File: src/rtl/framebuffer_pkg.sv
// framebuffer_pkg: shared clear-engine states and derived width helpers
package framebuffer_pkg;
  typedef enum logic [1:0] {IDLE, SETUP, FILL} state_t;
  function automatic int pixel_width(input int nsp, input int spw);
    return nsp * spw;
  endfunction
  function automatic int mask_width(input int ppb, input int nsp);
    return ppb * nsp;
  endfunction
  function automatic int mem_addr_width(input int fb_lg, input int ppb);
    return fb_lg - $clog2(ppb);
  endfunction
endpackage

File: src/rtl/framebuffer_beat_mask_gen.sv
// framebuffer_beat_mask_gen: per-pixel sub-pixel write mask for one RAM beat
module framebuffer_beat_mask_gen
  import framebuffer_pkg::*;
#(
  parameter int PPB = 2,
  parameter int NSP = 4,
  parameter int XW = 11
) (
  input  logic [XW-1:0]                   beat_x,
  input  logic [XW-1:0]                   start_x,
  input  logic [XW-1:0]                   end_x,
  input  logic [NSP-1:0]                  mask,
  output logic [mask_width(PPB, NSP)-1:0] beat_mask
);
  for (genvar i = 0; i < PPB; i++) begin : g_px
    logic [XW:0] px;
    assign px = {1'b0, beat_x} + (XW+1)'(i);
    assign beat_mask[i*NSP +: NSP] = px >= {1'b0, start_x} && px < {1'b0, end_x} ? mask : '0;
  end
endmodule

File: src/rtl/framebuffer_scissor_clear.sv
// framebuffer_scissor_clear: fills the screen or a clipped scissor rectangle with a colour, one RAM word per cycle
module framebuffer_scissor_clear
  import framebuffer_pkg::*;
#(
  parameter int NUMBER_OF_PIXELS_PER_BEAT = 2,
  parameter int NUMBER_OF_SUB_PIXELS = 4,
  parameter int SUB_PIXEL_WIDTH = 8,
  parameter int X_BIT_WIDTH = 11,
  parameter int Y_BIT_WIDTH = 11,
  parameter int FRAMEBUFFER_SIZE_IN_PIXEL_LG = 18,
  localparam int PIXEL_WIDTH = pixel_width(NUMBER_OF_SUB_PIXELS, SUB_PIXEL_WIDTH),
  localparam int MEM_ADDR_WIDTH = mem_addr_width(FRAMEBUFFER_SIZE_IN_PIXEL_LG, NUMBER_OF_PIXELS_PER_BEAT),
  localparam int MASK_WIDTH = mask_width(NUMBER_OF_PIXELS_PER_BEAT, NUMBER_OF_SUB_PIXELS)
) (
  input  logic                                            clk,
  input  logic                                            reset,
  input  logic                                            apply,
  output logic                                            applied,
  input  logic [PIXEL_WIDTH-1:0]                          confClearColor,
  input  logic                                            confEnableScissor,
  input  logic [X_BIT_WIDTH-1:0]                          confScissorStartX,
  input  logic [X_BIT_WIDTH-1:0]                          confScissorEndX,
  input  logic [Y_BIT_WIDTH-1:0]                          confScissorStartY,
  input  logic [Y_BIT_WIDTH-1:0]                          confScissorEndY,
  input  logic [X_BIT_WIDTH-1:0]                          confXResolution,
  input  logic [Y_BIT_WIDTH-1:0]                          confYResolution,
  input  logic [NUMBER_OF_SUB_PIXELS-1:0]                 confMask,
  output logic                                            writeEnablePort,
  output logic [MEM_ADDR_WIDTH-1:0]                       writeAddrPort,
  output logic [NUMBER_OF_PIXELS_PER_BEAT*PIXEL_WIDTH-1:0] writeDataPort,
  output logic [MASK_WIDTH-1:0]                           writeMaskPort,
  input  logic                                            writeReady
);
  localparam int PPB = NUMBER_OF_PIXELS_PER_BEAT;
  localparam int PPB_LG = $clog2(PPB);
  localparam int FB_LG = FRAMEBUFFER_SIZE_IN_PIXEL_LG;
  localparam int XW = X_BIT_WIDTH;
  localparam int YW = Y_BIT_WIDTH;
  state_t state, next_state;
  logic hold, scissor, empty, accept, row_last, last_row;
  logic [PIXEL_WIDTH-1:0] color;
  logic [NUMBER_OF_SUB_PIXELS-1:0] mask, fill_mask;
  logic [XW-1:0] c_sx, c_ex, c_xres, x_start, x_end, x_align, sx, ex, x0, bx;
  logic [YW-1:0] c_sy, c_ey, c_yres, y_start, y_end, ey, y;
  logic [FB_LG-1:0] row_base;
  assign x_start = scissor ? c_sx : '0;
  assign x_end = scissor && c_ex < c_xres ? c_ex : c_xres;
  assign y_start = scissor ? c_sy : '0;
  assign y_end = scissor && c_ey < c_yres ? c_ey : c_yres;
  assign x_align = x_start & ~XW'(PPB - 1);
  assign empty = x_start >= x_end || y_start >= y_end;
  assign accept = state == FILL && writeReady;
  assign row_last = {1'b0, bx} + (XW+1)'(PPB) >= {1'b0, ex};
  assign last_row = {1'b0, y} + (YW+1)'(1) >= {1'b0, ey};
  // an empty region spends one extra idle cycle with applied low before re-arming
  assign applied = state == IDLE && !hold;
  assign writeEnablePort = state == FILL;
  assign writeAddrPort = MEM_ADDR_WIDTH'((row_base + FB_LG'(bx)) >> PPB_LG);
  assign writeDataPort = {PPB{color}};
  assign fill_mask = state == FILL ? mask : '0;
  always_comb begin
    next_state = state == IDLE  ? (apply && !hold ? SETUP : IDLE)
               : state == SETUP ? (empty ? IDLE : FILL)
               : accept && row_last && last_row ? IDLE : FILL;
  end
  always_ff @(posedge clk or posedge reset) begin
    if (reset) begin
      state <= IDLE;
      hold <= 1'b0;
      scissor <= 1'b0;
      color <= '0;
      mask <= '0;
      c_sx <= '0;
      c_ex <= '0;
      c_sy <= '0;
      c_ey <= '0;
      c_xres <= '0;
      c_yres <= '0;
      sx <= '0;
      ex <= '0;
      x0 <= '0;
      bx <= '0;
      ey <= '0;
      y <= '0;
      row_base <= '0;
    end else begin
      state <= next_state;
      hold <= state == SETUP && empty;
      if (state == IDLE && apply && !hold) begin
        scissor <= confEnableScissor;
        color <= confClearColor;
        mask <= confMask;
        c_sx <= confScissorStartX;
        c_ex <= confScissorEndX;
        c_sy <= confScissorStartY;
        c_ey <= confScissorEndY;
        c_xres <= confXResolution;
        c_yres <= confYResolution;
      end
      if (state == SETUP) begin
        sx <= x_start;
        ex <= x_end;
        x0 <= x_align;
        bx <= x_align;
        ey <= y_end;
        y <= y_start;
        row_base <= FB_LG'(y_start) * FB_LG'(c_xres);
      end else if (accept) begin
        bx <= row_last ? x0 : bx + XW'(PPB);
        y <= row_last ? y + YW'(1) : y;
        row_base <= row_last ? row_base + FB_LG'(c_xres) : row_base;
      end
    end
  end
  framebuffer_beat_mask_gen #(
    .PPB(PPB),
    .NSP(NUMBER_OF_SUB_PIXELS),
    .XW(XW)
  ) u_mask (
    .beat_x(bx),
    .start_x(sx),
    .end_x(ex),
    .mask(fill_mask),
    .beat_mask(writeMaskPort)
  );
endmodule

File: config.mk
export PLATFORM = sky130hd
export DESIGN_NAME = framebuffer_scissor_clear
export DESIGN_NICKNAME = d
export VERILOG_FILES = /design/src/rtl/framebuffer_pkg.sv /design/src/rtl/framebuffer_beat_mask_gen.sv /design/src/rtl/framebuffer_scissor_clear.sv
export SDC_FILE = /design/constraint.sdc
export NUM_CORES = 1
export LEC_CHECK = 0
export CORE_ASPECT_RATIO = 1.2
export CORE_UTILIZATION = 38
export CTS_CLUSTER_DIAMETER = 150
export DETAILED_ROUTE_END_ITERATION = 16
export GPL_TIMING_DRIVEN = 0
export SETUP_SLACK_MARGIN = 0.2
export SYNTH_ARGS = -nofsm -noshare
export SYNTH_HDL_FRONTEND = slang
export SYNTH_SLANG_ARGS = --single-unit
File: constraint.sdc
create_clock -name clk -period 5.45 [get_ports clk]
set_input_delay 0.8175 -clock clk [delete_from_list [all_inputs] [get_ports clk]]
set_output_delay 0.8175 -clock clk [all_outputs]
set_load 0.1 [all_outputs]
# == Yosys cells after proc, flatten, opt, wreduce, memory -nomap -nowiden ==
# Cells that the tools add are included.
# W data, S select, Z words.
# classes
addsub,7
mul,1
n_lt_le_gt_ge,10
eq_ne,2
muxes,21
n_reduce_logical,18
# ops
op,count
$mux W11,10
$mux W18,3
$add A18 B11 Y18,2
$ge A12 B11 Y1,3
$ge A11 B11 Y1,3
$lt A11 B11 Y1,3
$add A11 B1 Y12 const B,2
$mul A11 B11 Y18,1
$add A11 B2 Y12 const B,1
$logic_and A1 B1 Y1,12
$lt A12 B11 Y1,1
$mux W4,3
$add A11 B1 Y11 const B,1
$add A11 B2 Y11 const B,1
$mux W2,4
$reduce_bool A2 Y1,2
$eq A2 B1 Y1 const B,1
$eq A2 B2 Y1 const B,1
$logic_not A2 Y1,1
$reduce_and A2 Y1,1
$logic_not A1 Y1,1
$logic_or A1 B1 Y1,1
$mux W1,1
# totals
register_bits,189

# == Depth between registers and ports, before layout ==
# Gate-level depths: netlist of run 1.
# depth
depth_word,8
ltp_mapped,23
depth_no_buf,21

# == Hierarchy ==
# Synthesis of run 1 repeated with hierarchy kept, for this count alone.
# hier_totals
hier_cells,1567
area_unflattened_um2,15040.7
# by_module_without_submodules
mod,instances,cells_per_inst,area_per_inst_um2,seq_area_each_um2
framebuffer_scissor_clear,1,1414,13858.3,4454.3
framebuffer_beat_mask_gen,1,153,1182.4,0.0

# == Worst setup path after synthesis of run 1 ==
# No wires, ideal clock.
# synth_path
path_kind,register -> register
startpoint,register scissor
endpoint,register row_base[17]
setup_time_ns,0.132
t_arrival_ns,4.963
slack_ns,0.354
path_stages_with_launch,19
period_less_slack_ns,5.096
path_cell_list,dfrtp_1 -> clkbuf_1 -> clkbuf_1 -> clkbuf_1 -> and3_1 -> fa_1 -> fa_1 -> fa_1 -> fa_1 -> inv_1 -> fa_1 -> inv_1 -> ha_1 -> and3_1 -> a21oi_1 -> a31o_2 -> o21ai_1 -> xnor2_1 -> mux2i_1
# synth_via
elab_chain_len,3
# synth_rtl
element,line_no,source
from (decl),framebuffer_scissor_clear.sv:40,"logic hold, scissor, empty, accept, row_last, last_row;"
from (signal assigned),framebuffer_scissor_clear.sv:90,scissor <= confEnableScissor;
$mux W11,framebuffer_scissor_clear.sv:48,assign y_start = scissor ? c_sy : '0;
$mul A11 B11 Y18,framebuffer_scissor_clear.sv:107,row_base <= FB_LG'(y_start) * FB_LG'(c_xres);
$mux W18,framebuffer_scissor_clear.sv:100,if (state == SETUP) begin
to (signal assigned),framebuffer_scissor_clear.sv:107,
to (signal assigned),framebuffer_scissor_clear.sv:111,row_base <= row_last ? row_base + FB_LG'(c_xres) : row_base;
to (decl),framebuffer_scissor_clear.sv:45,logic [FB_LG-1:0] row_base;
# No other way between the ends.
# A chain may end at the register's enable or synchronous reset.

# == Final worst setup path of run 1 ==
# Ends and elaborated chain as after synthesis.

==> results of run 1 <==
## worst min path at each step
stage	from	endpoint	slack, ns	cells after the start
floorplan	ex[10]$_DFFE_PP0P_	ex[10]$_DFFE_PP0P_	0.45	2
global placement	ey[9]$_DFFE_PP0P_	ey[9]$_DFFE_PP0P_	0.47	2
global route	ey[2]$_DFFE_PP0P_	ey[2]$_DFFE_PP0P_	0.53	2
finish	ex[2]$_DFFE_PP0P_	ex[2]$_DFFE_PP0P_	0.49	2
CTS	ey[6]$_DFFE_PP0P_	ey[6]$_DFFE_PP0P_	0.49	2
detailed placement	ey[6]$_DFFE_PP0P_	ey[6]$_DFFE_PP0P_	0.47	2
## cells in the final DEF, fill, tap and decap left out, drive strengths merged, types with 63 or more instances in the layout
| master | instances |
|---|---|
| and3 | 79 |
| buf | 77 |
| ha | 168 |
| mux2 | 87 |
| clkbuf | 63 |
| clkdlybuf4s50 | 197 |
| nand2 | 151 |
| inv | 165 |
| dfrtp | 178 |
| o21ai | 106 |
| fa | 76 |
## state kept, by name, indices dropped and copies added, names as in the netlist
signal	count
bx	10
c_ex	11
c_ey	11
c_sx	11
c_sy	11
c_xres	11
c_yres	11
color	32
ex	11
ey	11
hold	1
mask	4
row_base	18
scissor	1
state	2
sx	11
y	11
## metrics by stage
stage | setup TNS (ns) | cell area (um^2)
floorplan | 0 | 14790
global placement | -4.576 | 17360
detailed placement | -5.383 | 17440
CTS | 0 | 18160
global route | 0 | 18460
finish | 0 | 18460
## metal layers
layer	track usage	routed length [um]	part of all wire
met4	0.08655	1460	0.034
met1	0.2652	18140	0.42
met5	0	0	0
met3	0.02338	1447	0.034
met2	0.4045	22000	0.51
## logic make-up after synthesis
group | share of synthesized area
muxes | 0.08117
adders and majority gates | 0.2451
xor gates and xnor gates | 0.03851
buffers and inverters | 0.07754
DFF | 0.3013
AOI/OAI and AO/OA | 0.1165
and+or+nand+nor | 0.1398
## worst reg2reg max path: cells and delay by family, from the launching register on
kind / cells / cell delay [ns]
AOI/OAI and AO/OA: 3 / 0.59
xor gates and xnor gates: 1 / 0.13
adders and majority gates: 6 / 2.81
buffers and inverters: 5 / 0.42
DFF: 1 / 0.48
muxes: 1 / 0.08
and+or+nand+nor: 5 / 0.46
## repair_timing
| action | in CTS | in global routing |
|---|---|---|
| setup endpoints to repair | 12 | 6 |
| cloned | 0 | 1 |
| pin swaps | 1 | 27 |
| buffers inserted | 2 | 10 |
| hold endpoints to repair | 0 | 0 |
| resized for setup | 40 | 75 |
## layout make-up
class	count	share of cell area
Buffer	105	0.03565
Clock buffer	18	0.02379
Clock inverter	14	0.01030
Inverter	160	0.03287
Multi-Input combinational cell	1089	0.5053
Sequential cell	178	0.2419
Tap cell	480	0.03254
Timing Repair Buffer	214	0.1176
==> flow_metrics.py, run 1 <==
metrics = {
    "status": {
        "status": "finished clean",
    },
    "flow_run": {
        "cap_violations": 0,
    },
    "sta": {
        "slew_violations": 0,
        "hold-worst-slack_ns": 0.4868,
        "finalCritPeriodShare": 0.9305,
        "skew_ns": 0.02603,
        "rsz0062_at_grt": "no",
        "setup_viol": 0,
        "worst_slew_pin_slew_ns": 1.171,
        "setup_ws_ns": 0.3785,
        "max_freq_mhz": 197.2,
        "slew-limit-headroom": 0.1992,
        "period_needed_ns": 5.071,
        "hold_viol": 0,
    },
    "drt": {
        "drc_errors": 0,
        "dr_total_vias": 11880,
        "viasPerCell": 5.263,
        "wl_per_cell_um": 19.07,
        "ant_nets": 0,
        "dr.pass1.iters": 5,
        "totalWireLength_mm": 43.05,
        "drt_iter0_markers": 488,
    },
    "clock_tree": {
        "clkSinkCount": 178,
        "cts_buffer_depth": 2,
        "cts_tree": "done",
        "clk_pin_slew_worst_paths_ns": 0.08,
        "htree_levels": 4,
        "numCtsBuffers": 17,
        "holdBufCountCts": 0,
        "clk_latency_ns": 0.47,
        "clock-root-buffer": "clkbuf_16",
    },
    "floorplan": {
        "rows": 78,
        "core-area_um2": 38060,
        "die_area_um2": 39700,
        "ios": 198,
        "die-height_um": 218.1,
        "fp.dieW_um": 182.0,
        "initial_core_util": 0.3884,
    },
    "synthesis": {
        "netlist_top_cells_area": "dfrtp_1 (30%), ha_1 (14%), fa_1 (10%)",
        "syn_nets": 1883,
        "synth_area_um2": 14780,
        "synth_flop_cell": "dfrtp_1",
        "yosys_warnings": 0,
        "netlist.top_cell.by_area": "dfrtp_1",
        "synth.top_cell.area_share": 0.3013,
        "yosysSeqAreaShare": 0.3013,
        "yosysMostFrequentCell": "dfrtp_1",
        "syn_avg_cell_area_um2": 9.649,
        "synthCells": 1532,
        "postSynth.asyncResetShare": 1.000,
        "synth_edf_count": 0,
        "ys_seq_elements": 178,
        "yosys-top-cells-count": "dfrtp_1 (178), ha_1 (168), inv_1 (159)",
        "ys_types": 71,
    },
    "worst_setup_path": {
        "path_max_fanout": 5,
        "cp-endpoint": "row_base[17]$_DFFE_PP0P_",
        "required_ns": 5.78,
        "critPathSlowestCell": "fa_1",
        "r2r_start": "scissor$_DFFE_PP0P_",
        "cp_cell_sequence": "buf_6, and2_4, buf_6, nand2_2, fa_1, fa_1, fa_1, inv_1, fa_1, inv_1, fa_1, inv_2, ha_4, nor2_1, nor2_1, o41a_1, nand4_1, a31o_2, o21ai_2, xnor2_1, mux2i_1",
        "path_buf_inv": 5,
        "arrival_ns": 5.40,
        "crit_family": "adder cells",
        "crit_top_cell": "fa_1",
        "critical_path.max_stage_delay_ns": 0.56,
        "cp_num_cells": 21,
        "start_kind": "flip-flop",
        "crit_path_end_kind": "flip-flop",
        "crit_start": "scissor$_DFFE_PP0P_",
        "crit_type": "reg2reg",
        "r2r_setup_slack_ns": 0.38,
        "reg2reg_depth": 21,
        "r2r-end": "row_base[17]$_DFFE_PP0P_",
    },
    "cells_and_area": {
        "final_cells": 2258,
        "drive_gt1_frac": 0.1502,
        "insertedDiodeCount": 0,
        "regArea_um2": 4466,
        "area_growth_pct": 24.88,
        "final_net_count": 2116,
        "multiInputGateArea_um2": 9328,
        "utilization": 0.4850,
        "fillers": 3578,
    },
    "global_routing": {
        "grt_pass1_vias": 12310,
        "grt_max_degree": 42,
        "overflow": 0,
        "grt_pass1_wl_mm": 67.50,
        "antenna_found_initial": 0,
        "grt_usage": 0.2214,
    },
    "placement": {
        "place_ws_ns": -0.7647,
        "dp_hpwl_mm": 34.37,
        "place.gp.congestion": 0.9173,
        "place_inst": 2213,
        "io_buffers": 197,
    },
    "hold_path": {
        "hp-class": "reg2reg",
    },
}
Power of run 1 is not shown: default switching activity piles up to over one toggle a cycle in this logic, so the estimate is an artifact.
==> run 2, diff against run 1 <==
- TNS_END_PERCENT: default -> 30
==> results of run 2 <==
The final DEF is identical to that of run 1; final timing and power are the same.
Power of run 2 is left out for the same reason.
==> run 3, diff against run 2 <==
- CORE_UTILIZATION: 38 -> 51
- PLACE_DENSITY: default -> 0.78
==> run 3 against run 2 <==
Against the previous run:
- setup slack lost 0.098 ns
- global-route usage grew 7.0 points
- final cell count decreased by 4.3%
- critical path depth grew 1
- wire length is 2.4% lower
- sequential cell count unchanged
- critical endpoint unchanged
==> flow_metrics.py, run 3 (synthesis results as in run 1) <==
metrics = {
    "cells_and_area": {
        "final_net_count": 2119,
        "drive_gt1_frac": 0.1499,
        "area_growth_pct": 23.89,
        "final_common_cell": "clkdlybuf4s50_1",
        "utilization": 0.6482,
        "largest_register": "color",
        "reg.largest.list": "color (32), row_base (18)",
        "fillers": 2251,
        "largest_reg_flops": 32,
        "most-common-layout-cells": "clkdlybuf4s50_1 (197), dfrtp_1 (172), ha_1 (161), inv_1 (157), nand2_1 (151)",
    },
    "sta": {
        "period_needed_ns": 5.170,
        "setup_viol": 0,
        "hold_viol": 0,
        "skew_ns": 0.01357,
        "slew-limit-headroom": 0.3176,
        "rsz0062_at_grt": "yes",
        "max_freq_mhz": 193.4,
        "slew_violations": 0,
        "finalCritPeriodShare": 0.9486,
        "worst_slew_pin_slew_ns": 1.020,
    },
    "drt": {
        "dr_total_vias": 12280,
        "wl_per_cell_um": 19.44,
        "drt_iter0_markers": 882,
        "ant_nets": 0,
        "totalWireLength_mm": 42.01,
        "drc_errors": 0,
        "viasPerCell": 5.683,
        "dr.pass1.iters": 6,
    },
    "worst_setup_path": {
        "crit_type": "reg2reg",
        "crit_path_end_kind": "flip-flop",
        "arrival_ns": 5.49,
        "start_kind": "flip-flop",
        "required_ns": 5.77,
        "crit_start": "scissor$_DFFE_PP0P_",
        "r2r_start": "scissor$_DFFE_PP0P_",
        "path_max_fanout": 9,
    },
    "clock_tree": {
        "clk_pin_slew_worst_paths_ns": 0.08,
        "clk_latency_ns": 0.45,
        "cts_buffer_depth": 2,
        "numCtsBuffers": 17,
        "clock-root-buffer": "clkbuf_16",
        "holdBufCountCts": 0,
        "htree_levels": 4,
        "cts_tree": "done",
        "clkSinkCount": 178,
    },
    "global_routing": {
        "antenna_found_initial": 1,
        "grt_usage": 0.2913,
        "grt_pass1_vias": 12520,
        "grt_pass1_wl_mm": 66.08,
        "grt_max_degree": 42,
        "overflow": 0,
    },
    "placement": {
        "dp_hpwl_mm": 32.82,
        "io_buffers": 197,
        "place.gp.congestion": 0.9322,
    },
    "floorplan": {
        "rows": 67,
        "fp.dieW_um": 157.4,
        "die-height_um": 188.5,
        "ios": 198,
        "initial_core_util": 0.5232,
        "core-area_um2": 28250,
        "die_area_um2": 29670,
    },
    "status": {
        "status": "finished clean",
    },
    "hold_path": {
        "worstHoldStart": "ex[9]$_DFFE_PP0P_",
        "hp-class": "reg2reg",
    },
    "flow_run": {
        "cap_violations": 0,
    },
}
==> run 3: changes by cell type in the layout (fill, tap and decap cells not counted), sizes merged <==
cell,delta
bufinv,-1
clkbuf,+3
clkinv,-1
diode,+1
inv,-1
clkinvlp,+2
buf,+1
==> run 3: worst max-delay path, cell delays in order (launching register included) <==
cell	delay, ns
dfrtp_2	0.50
clkbuf_16	0.19
and2_2	0.23
clkinv_2	0.20
nor2_2	0.18
ha_1	0.17
inv_1	0.05
fa_1	0.53
inv_1	0.05
ha_1	0.31
fa_1	0.55
inv_1	0.06
fa_1	0.53
inv_1	0.07
ha_4	0.29
o21ai_2	0.05
a21oi_2	0.13
o41a_1	0.18
nand4_1	0.13
a31o_2	0.30
o21ai_2	0.12
xnor2_1	0.12
mux2i_1	0.08
==> run 3: metal layers <==
| metal | part of all wire | vias up | GRT usage |
|---|---|---|---|
| met3 | 0.054 | 126 | 0.03634 |
| met1 | 0.39 | 6040 | 0.3525 |
| met2 | 0.51 | 422 | 0.5121 |
| li1 | - | 5693 | - |
| met4 | 0.043 | 0 | 0.1333 |
| met5 | 0 | - | 0 |
==> run 3: final timing paths <==
check	endpoint	slack, ns	cells past startpoint
worst max-delay path	row_base[17]$_DFFE_PP0P_	0.28	22
worst min-delay path	ex[9]$_DFFE_PP0P_	0.49	2
worst max register to register	row_base[17]$_DFFE_PP0P_	0.28	22
worst min register to register	ex[9]$_DFFE_PP0P_	0.49	2
max in group asynchronous	ey[4]$_DFFE_PP0P_	3.62	4
min in group asynchronous	c_sx[2]$_DFFE_PP0P_	0.92	2
==> run 3: area by class of cell <==
cell class / count / area (um^2) / share of cell area
Clock inverter: 13 / 142.6 / 0.007789
Clock buffer: 19 / 442.9 / 0.02419
Antenna cell: 1 / 2.502 / 0.0001366
Tap cell: 379 / 474.2 / 0.02590
Inverter: 160 / 605.6 / 0.03307
Multi-Input combinational cell: 1089 / 9345 / 0.5103
Sequential cell: 178 / 4462 / 0.2436
Buffer: 105 / 644.4 / 0.03519
Timing Repair Buffer: 217 / 2193 / 0.1198
==> run 3: repair_timing <==
| action | in CTS | in global routing |
|---|---|---|
| buffers inserted | 3 | 12 |
| resized for setup | 31 | 80 |
| endpoints found under the setup margin | 11 | 8 |
| pin swaps | 0 | 22 |
| gates cloned | 0 | 1 |
==> run 3: through the flow <==
stage	std cells	area, um^2	hold slack, ns	setup TNS, ns	setup slack (ns)
5_1_grt	2161	18310	0.5137	0	0.1122
6_report	2161	18310	0.4867	0	0.2802
2_1_floorplan	1532	14790	0.4498	0	0.3542
4_1_cts	2147	17990	0.4883	0	0.2033
3_3_place_gp	2108	17230	0.4651	-3.271	-0.6090
3_5_place_dp	2112	17310	0.4721	-3.900	-0.6410
Power of run 3 is left out for the same reason.
